### src/rtl/lookup_pkg.sv
// Shared definitions for the MAC lookup request arbiter: slot state encoding,
// tag layout on the lookup id bus and the MAC width.
package lookup_pkg;

  localparam int MAC_W       = 48;
  localparam int TAG_W       = 4;
  localparam int TAG_REQ_LSB = 0;
  localparam int TAG_REQ_MSB = 1;
  localparam int TAG_SEQ_LSB = 2;
  localparam int TAG_SEQ_MSB = 3;
  localparam int TIMER_W     = 8;

  typedef enum logic {
    SLOT_IDLE = 1'b0,
    SLOT_WAIT = 1'b1
  } slot_state_t;

  function automatic logic [TAG_W-1:0] make_tag(input logic [1:0] seq, input logic [1:0] req);
    return {seq, req};
  endfunction

endpackage

### src/rtl/rr_arbiter_n.sv
// Pointer-based round-robin arbiter: grants the first eligible requester at or
// after the pointer, and moves the pointer past the winner only on accept.
module rr_arbiter_n
  import lookup_pkg::*;
#(
  parameter int N = 4
) (
  input  logic         i_clk,
  input  logic         i_rst,
  input  logic [N-1:0] i_eligible,
  input  logic         i_accept,
  output logic [N-1:0] o_grant,
  output logic [1:0]   o_grant_idx,
  output logic         o_grant_valid
);

  logic [1:0] ptr_q;
  logic [3:0] elig4;
  logic [3:0] grant4;

  // Padding to four lanes keeps every 2-bit index in range for N below 4.
  assign elig4   = 4'(i_eligible);
  assign o_grant = grant4[N-1:0];

  always_comb begin
    logic [2:0] cand;
    grant4        = '0;
    o_grant_idx   = '0;
    o_grant_valid = 1'b0;
    cand          = '0;
    for (int off = 0; off < N; off++) begin
      cand = {1'b0, ptr_q} + 3'(off);
      if (cand >= 3'(N)) cand = cand - 3'(N);
      if (!o_grant_valid && elig4[cand[1:0]]) begin
        o_grant_valid        = 1'b1;
        o_grant_idx          = cand[1:0];
        grant4[cand[1:0]]    = 1'b1;
      end
    end
  end

  always_ff @(posedge i_clk or posedge i_rst) begin
    if (i_rst) begin
      ptr_q <= '0;
    end else if (i_accept && o_grant_valid) begin
      ptr_q <= (o_grant_idx == 2'(N - 1)) ? 2'd0 : o_grant_idx + 2'd1;
    end
  end

endmodule

### src/rtl/lookup_req_arbiter.sv
// Shares one MAC lookup port among up to four requesters: round-robin issue,
// one outstanding lookup per requester, tag-steered results and per-slot timeout.
module lookup_req_arbiter
  import lookup_pkg::*;
#(
  parameter int P_NUM_REQ = 4,
  parameter int P_TIMEOUT = 16
) (
  input  logic                       i_clk,
  input  logic                       i_rst,
  input  logic [P_NUM_REQ-1:0]       i_req_valid,
  input  logic [MAC_W*P_NUM_REQ-1:0] i_req_mac,
  output logic [P_NUM_REQ-1:0]       o_req_ready,
  output logic [MAC_W-1:0]           o_check_mac,
  output logic [TAG_W-1:0]           o_check_id,
  output logic                       o_check_valid,
  input  logic                       i_result_valid,
  input  logic [TAG_W-1:0]           i_check_id,
  input  logic [2:0]                 i_outport,
  input  logic [1:0]                 i_seek_flag,
  output logic [P_NUM_REQ-1:0]       o_rsp_valid,
  output logic [2:0]                 o_rsp_outport,
  output logic [1:0]                 o_rsp_seek_flag,
  output logic [P_NUM_REQ-1:0]       o_timeout_err,
  output logic                       o_busy
);

  slot_state_t          slot_q  [P_NUM_REQ];
  logic [1:0]           seq_q   [P_NUM_REQ];
  logic [TIMER_W-1:0]   timer_q [P_NUM_REQ];

  logic [P_NUM_REQ-1:0] eligible, grant, hit, wait_bits;
  logic [1:0]           grant_idx, seq_sel, res_req, res_seq;
  logic                 grant_valid, accept;
  logic [MAC_W-1:0]     mac_sel;

  assign res_req = i_check_id[TAG_REQ_MSB:TAG_REQ_LSB];
  assign res_seq = i_check_id[TAG_SEQ_MSB:TAG_SEQ_LSB];

  // Handshake: a request transfers in the cycle where i_req_valid[k] and
  // o_req_ready[k] are both high; ready is never conditioned on anything but
  // registered slot state and the current valids, and at most one bit is set.
  // A slot that just raised rsp_valid or timeout_err is held off for that
  // cycle so a freed slot is never re-granted in the cycle it reports.
  always_comb begin
    eligible  = '0;
    hit       = '0;
    wait_bits = '0;
    mac_sel   = '0;
    seq_sel   = '0;
    for (int k = 0; k < P_NUM_REQ; k++) begin
      wait_bits[k] = (slot_q[k] == SLOT_WAIT);
      eligible[k]  = i_req_valid[k] && (slot_q[k] == SLOT_IDLE) &&
                     !o_rsp_valid[k] && !o_timeout_err[k];
      hit[k]       = i_result_valid && (res_req == 2'(k)) &&
                     (slot_q[k] == SLOT_WAIT) && (res_seq == seq_q[k] - 2'd1);
      if (grant[k]) begin
        mac_sel = i_req_mac[MAC_W*k +: MAC_W];
        seq_sel = seq_q[k];
      end
    end
  end

  rr_arbiter_n #(.N(P_NUM_REQ)) u_rr (
    .i_clk         (i_clk),
    .i_rst         (i_rst),
    .i_eligible    (eligible),
    .i_accept      (accept),
    .o_grant       (grant),
    .o_grant_idx   (grant_idx),
    .o_grant_valid (grant_valid)
  );

  assign accept      = grant_valid && !i_rst;
  assign o_req_ready = i_rst ? '0 : grant;
  assign o_busy      = |wait_bits;

  // Seq advances on the accept edge, so the issued tag carries the old value
  // and a live result is the one whose seq equals the current counter minus one.
  always_ff @(posedge i_clk or posedge i_rst) begin
    if (i_rst) begin
      for (int k = 0; k < P_NUM_REQ; k++) begin
        slot_q[k]  <= SLOT_IDLE;
        seq_q[k]   <= '0;
        timer_q[k] <= '0;
      end
      o_check_valid   <= 1'b0;
      o_check_mac     <= '0;
      o_check_id      <= '0;
      o_rsp_valid     <= '0;
      o_rsp_outport   <= '0;
      o_rsp_seek_flag <= '0;
      o_timeout_err   <= '0;
    end else begin
      o_check_valid <= accept;
      if (accept) begin
        o_check_mac <= mac_sel;
        o_check_id  <= make_tag(seq_sel, grant_idx);
      end
      o_rsp_valid <= hit;
      if (|hit) begin
        o_rsp_outport   <= i_outport;
        o_rsp_seek_flag <= i_seek_flag;
      end
      for (int k = 0; k < P_NUM_REQ; k++) begin
        o_timeout_err[k] <= 1'b0;
        case (slot_q[k])
          SLOT_IDLE: begin
            if (accept && grant[k]) begin
              slot_q[k]  <= SLOT_WAIT;
              timer_q[k] <= '0;
              seq_q[k]   <= seq_q[k] + 2'd1;
            end
          end
          SLOT_WAIT: begin
            if (hit[k]) begin
              slot_q[k] <= SLOT_IDLE;
            end else if (timer_q[k] == TIMER_W'(P_TIMEOUT - 1)) begin
              slot_q[k]        <= SLOT_IDLE;
              o_timeout_err[k] <= 1'b1;
            end else begin
              timer_q[k] <= timer_q[k] + 1'b1;
            end
          end
          default: slot_q[k] <= SLOT_IDLE;
        endcase
      end
    end
  end

endmodule

### config.mk
export PLATFORM = sky130hd
export DESIGN_NAME = lookup_req_arbiter
export DESIGN_NICKNAME = d
export VERILOG_FILES = /design/src/rtl/lookup_pkg.sv /design/src/rtl/rr_arbiter_n.sv /design/src/rtl/lookup_req_arbiter.sv
export SDC_FILE = /design/constraint.sdc
export NUM_CORES = 1
export LEC_CHECK = 0
export ABC_AREA = 0
export CAP_MARGIN = 20
export CORE_UTILIZATION = 32
export DETAILED_ROUTE_END_ITERATION = 8
export GPL_TIMING_DRIVEN = 0
export PLACE_DENSITY = 0.75
export SLEW_MARGIN = 20
export SYNTH_ARGS = -nofsm -noshare
export SYNTH_HDL_FRONTEND = slang
export SYNTH_SLANG_ARGS = --single-unit
### constraint.sdc
create_clock -name i_clk -period 9.2 [get_ports i_clk]
set_input_delay 1.84 -clock i_clk [delete_from_list [all_inputs] [get_ports i_clk]]
set_output_delay 1.84 -clock i_clk [all_outputs]
set_load 0.02 [all_outputs]
==> results of run 1 <==
-- power by group --
group          internal, W  switching, W
Clock             0.000270      0.000199
Combinational     0.000977       0.00140
Sequential        0.000711      0.000163
-- sequential cells by signal (all words and copies together), names as in the netlist, named ones only --
register         flops
timer_q             32
o_timeout_err        4
o_check_valid        1
o_rsp_outport        3
seq_q                8
o_check_id           4
o_rsp_valid          4
slot_q               4
o_check_mac         48
o_rsp_seek_flag      2
u_rr.ptr_q           1
-- cells in the final DEF (no fill, tap or decap), types with 6 or more instances in the layout --
cell and n:
nor2_1 20, clkbuf_1 31, nor3_1 7, ha_1 10
clkbuf_16 9, nand2_1 36, o21ai_0 99, and2_1 6
a221oi_1 50, a21oi_1 20, xor2_1 10, mux2i_1 8
o21ai_1 18, dfrtp_1 112, nand2b_1 15, or4_1 7
or3_1 7, buf_2 21, a22oi_1 50, mux4_2 6
inv_1 8, clkdlybuf4s50_1 277, xnor2_1 14, nand3_1 14
-- per-stage QoR --
step	setup slack, ns	util	hold WS (ns)	instances	cell area [µm²]
2_1_floorplan	2.54	-	0.472	641	6270
3_3_place_gp	0.801	0.494	0.471	1178	9370
3_5_place_dp	1.70	0.496	0.483	1179	9400
4_1_cts	1.68	0.515	0.509	1195	9760
5_1_grt	1.44	0.515	0.532	1195	9760
6_report	1.65	0.515	0.502	1195	9760
-- cell usage after synthesis (all sizes together) (3+ instances only) --
cell | count | area share
nor4 | 7 | 0.012
nor3 | 7 | 0.0056
a31oi | 3 | 0.0030
and3 | 5 | 0.0050
a211oi | 3 | 0.0052
xnor2 | 14 | 0.020
buf | 22 | 0.019
ha | 10 | 0.020
inv | 9 | 0.0054
dfrtp | 112 | 0.45
or4 | 7 | 0.0084
nand2 | 36 | 0.022
or3 | 7 | 0.0070
nor2b | 3 | 0.0030
nand2b | 15 | 0.015
mux4 | 6 | 0.022
clkbuf | 31 | 0.019
or4b | 5 | 0.0080
mux2 | 5 | 0.0090
nand3 | 14 | 0.011
o21ai | 117 | 0.093
mux2i | 8 | 0.013
xor2 | 10 | 0.014
and2 | 8 | 0.0084
nor2 | 20 | 0.012
a221oi | 50 | 0.070
nor4b | 4 | 0.0056
nand4 | 5 | 0.0050
a21oi | 20 | 0.016
a22oi | 50 | 0.060
o31ai | 5 | 0.0068
-- metal layers --
metal,wire length (µm),up-vias,share of wire
met4,537,0,0.023
met3,1430,35,0.060
li1,-,3045,-
met1,10400,3225,0.44
met2,11400,254,0.48
met5,0,-,0
-- cell type report --
| type | instances | area share |
|---|---|---|
| tap | 260 | 0.0333 |
| multi-input combinational | 466 | 0.328 |
| timing repair buffer | 278 | 0.287 |
| clock buffer | 9 | 0.0231 |
| clock inverter | 7 | 0.0130 |
| sequential | 112 | 0.287 |
| buffer | 53 | 0.0239 |
| inverter | 10 | 0.00436 |
-- final timing paths --
kind / start / to / slack, ns / depth (start not counted)
worst max-delay path: i_req_valid[0] / o_req_ready[1] / 1.65 / 11
worst min-delay path: o_check_id[0]$_DFFE_PP0N_ / o_check_id[0]$_DFFE_PP0N_ / 0.50 / 2
worst max register to register: register / o_check_mac[2]$_DFFE_PP0N_ / 5.16 / 10
worst min register to register: o_check_id[0]$_DFFE_PP0N_ / o_check_id[0]$_DFFE_PP0N_ / 0.50 / 2
max in group asynchronous: i_rst / o_check_mac[0]$_DFFE_PP0N_ / 6.76 / 3
min in group asynchronous: i_rst / o_timeout_err[0]$_DFF_PP0_ / 1.74 / 2
-- worst reg2reg max path: cells and delay by family, from the launching register on --
kind                       cells  cell delay, ns
DFF                            1            0.42
muxes                          1            0.44
AOI/OAI and AO/OA              3            0.69
and+or+nand+nor                2            0.77
adders and majority gates      1            0.55
buffers and inverters          3            1.10
-- cells by family (layout without fill, tap and decap cells) --
group / Yosys count / in the layout
muxes: 19 / 19
and+or+nand+nor: 147 / 147
buffers and inverters: 63 / 357
AOI/OAI and AO/OA: 266 / 266
adders and majority gates: 10 / 10
DFF: 112 / 112
xor gates and xnor gates: 24 / 24
==> results.json, run 1 <==
{
  "outcome": "finished clean",
  "path_cells": "clkdlybuf4s50_1, nor4b_1, mux4_2, clkbuf_1, a21oi_1, a21oi_1, or2_2, buf_2, buf_2, and2_1, clkdlybuf4s50_1",
  "area_delta_synth_final_pct": 55.7,
  "cts_buffer_depth": 2,
  "grt_pass1_wl_mm": 35.6,
  "io_buffer_count": 277,
  "post_cts.repair.setup_buffers": 0,
  "antenna_found_initial": 1,
  "grt_util_met3": 0.0417,
  "drtAntennaViolNets": 0,
  "avgSynthCellArea_um2": 9.78,
  "power_w": 0.00372,
  "routedWlPerCell_um": 20.0,
  "skew_ns": 0.0118,
  "path_delay_family": "buffers and inverters",
  "drive_gt1_frac": 0.0706,
  "die_h_um": 142,
  "cts_buffers": 9,
  "ff_latch_area_um2": 2800,
  "met1_usage": 0.320,
  "min_period_ns": 7.55,
  "tritoncts": "built",
  "dr.pass1.iters": 5,
  "critPathMaxStageDelay_ns": 0.60,
  "wl_mm": 23.8,
  "place_hpwl_mm": 17.9,
  "synth_top_family_by_area": "compound AO/OA/AOI/OAI gates",
  "clock-sinks": 112,
  "synth_edf_count": 0,
  "required_ns": 7.36,
  "cp_max_fo": 10,
  "syn-num-nets": 859,
  "cp-start-kind": "input port",
  "timing.final.crit_share": 0.821,
  "post_synth_and_or_nand_nor_area_fraction": 0.133,
  "final_max_slew_viol_count": 0,
  "synth_compound_area_frac": 0.280,
  "vias": 6559,
  "cts.clk_slew.worst_paths_ns": 0.08,
  "crit_type": "in2out",
  "ir_drop_mv": 0.177,
  "cts_root_buf": "clkbuf_16",
  "synthAdderAreaFrac": 0.0200,
  "yosysUniqueCellTypes": 56,
  "hold_class": "reg2reg",
  "overflow": 0,
  "hold_buffers": 0,
  "slew_headroom": 0.432,
  "place.gp.congestion": 0.935,
  "synth.yosys.warnings": 0,
  "critPathBufInv": 5,
  "rows": 50,
  "drtIter0Drc": 465,
  "cp-end-kind": "output port",
  "synthArstFlopShare": 1.00,
  "dieArea_um2": 20100,
  "synthMuxAreaShare": 0.0433,
  "multiInputGateArea_um2": 3200,
  "yosysSeqAreaShare": 0.447,
  "cts.htree.levels": 3,
  "synth-xor-area-share": 0.0335,
  "yosys_most_used_dff": "dfrtp_1",
  "top_usage_layer": "met2",
  "grt_max_degree": 67,
  "drc": 0,
  "grt.total_usage": 0.234,
  "cp_data_arrival_time_ns": 5.71,
  "clock_latency_ns": 0.36,
  "avgViaCountPerCell": 5.49,
  "rsz0062_at_grt": "no",
  "grt_use_met2": 0.373,
  "start_util": 0.331,
  "powerDensity_nw_per_um2": 382,
  "synth_cells": 641,
  "ys_ff_latch": 112,
  "tightest_slew_ns": 0.844,
  "power.static_leakage_nw": 3.79,
  "grt_pass1_vias": 6231,
  "pin_count": 279,
  "diodes": 0,
  "fp.coreArea_um2": 19000,
  "hold_viol": 0,
  "final-setup-viol-count": 0,
  "n_fill_cell": 1775,
  "fmax_ghz": 0.132,
  "die_width_um": 142,
  "cp_slowest_cell": "clkdlybuf4s50_1",
  "syn-cell-area_um2": 6270,
  "cts_resized": 0,
  "finalNetCount": 1148,
  "setup_tns_ns": 0,
  "cap_violations": 0
}
Power figures use the tool's default switching activity.
==> run 2: changes to the inputs <==
==> constraint.sdc (replaced) <==
create_clock -name i_clk -period 7 [get_ports i_clk]
set_input_delay 1.4 -clock i_clk [delete_from_list [all_inputs] [get_ports i_clk]]
set_output_delay 1.4 -clock i_clk [all_outputs]
set_load 0.02 [all_outputs]
==> results of run 2 <==
The final DEF is identical to that of run 1. Status: finished clean.
Among the figures that moved: setup slack after placement 1.70 ns -> 0.380 ns; setup slack after layout 1.65 ns -> 0.328 ns; register-to-register setup slack 5.16 ns -> 2.96 ns; total power 0.00372 W -> 0.00489 W; worst IR drop on VDD 0.177 mV -> 0.232 mV
==> run 3: changes to the inputs <==
--- a/config.mk
+++ b/config.mk
@@ -9,6 +9,7 @@
 export CAP_MARGIN = 20
 export CORE_UTILIZATION = 32
 export DETAILED_ROUTE_END_ITERATION = 8
+export GPL_ROUTABILITY_DRIVEN = 0
 export GPL_TIMING_DRIVEN = 0
 export PLACE_DENSITY = 0.75
 export SLEW_MARGIN = 20
==> results of run 3 <==
The final DEF is identical to that of run 1. Status: finished clean.
Among the figures that moved: setup slack after placement 1.70 ns -> 0.380 ns; setup slack after layout 1.65 ns -> 0.328 ns; register-to-register setup slack 5.16 ns -> 2.96 ns; total power 0.00372 W -> 0.00489 W; worst IR drop on VDD 0.177 mV -> 0.232 mV
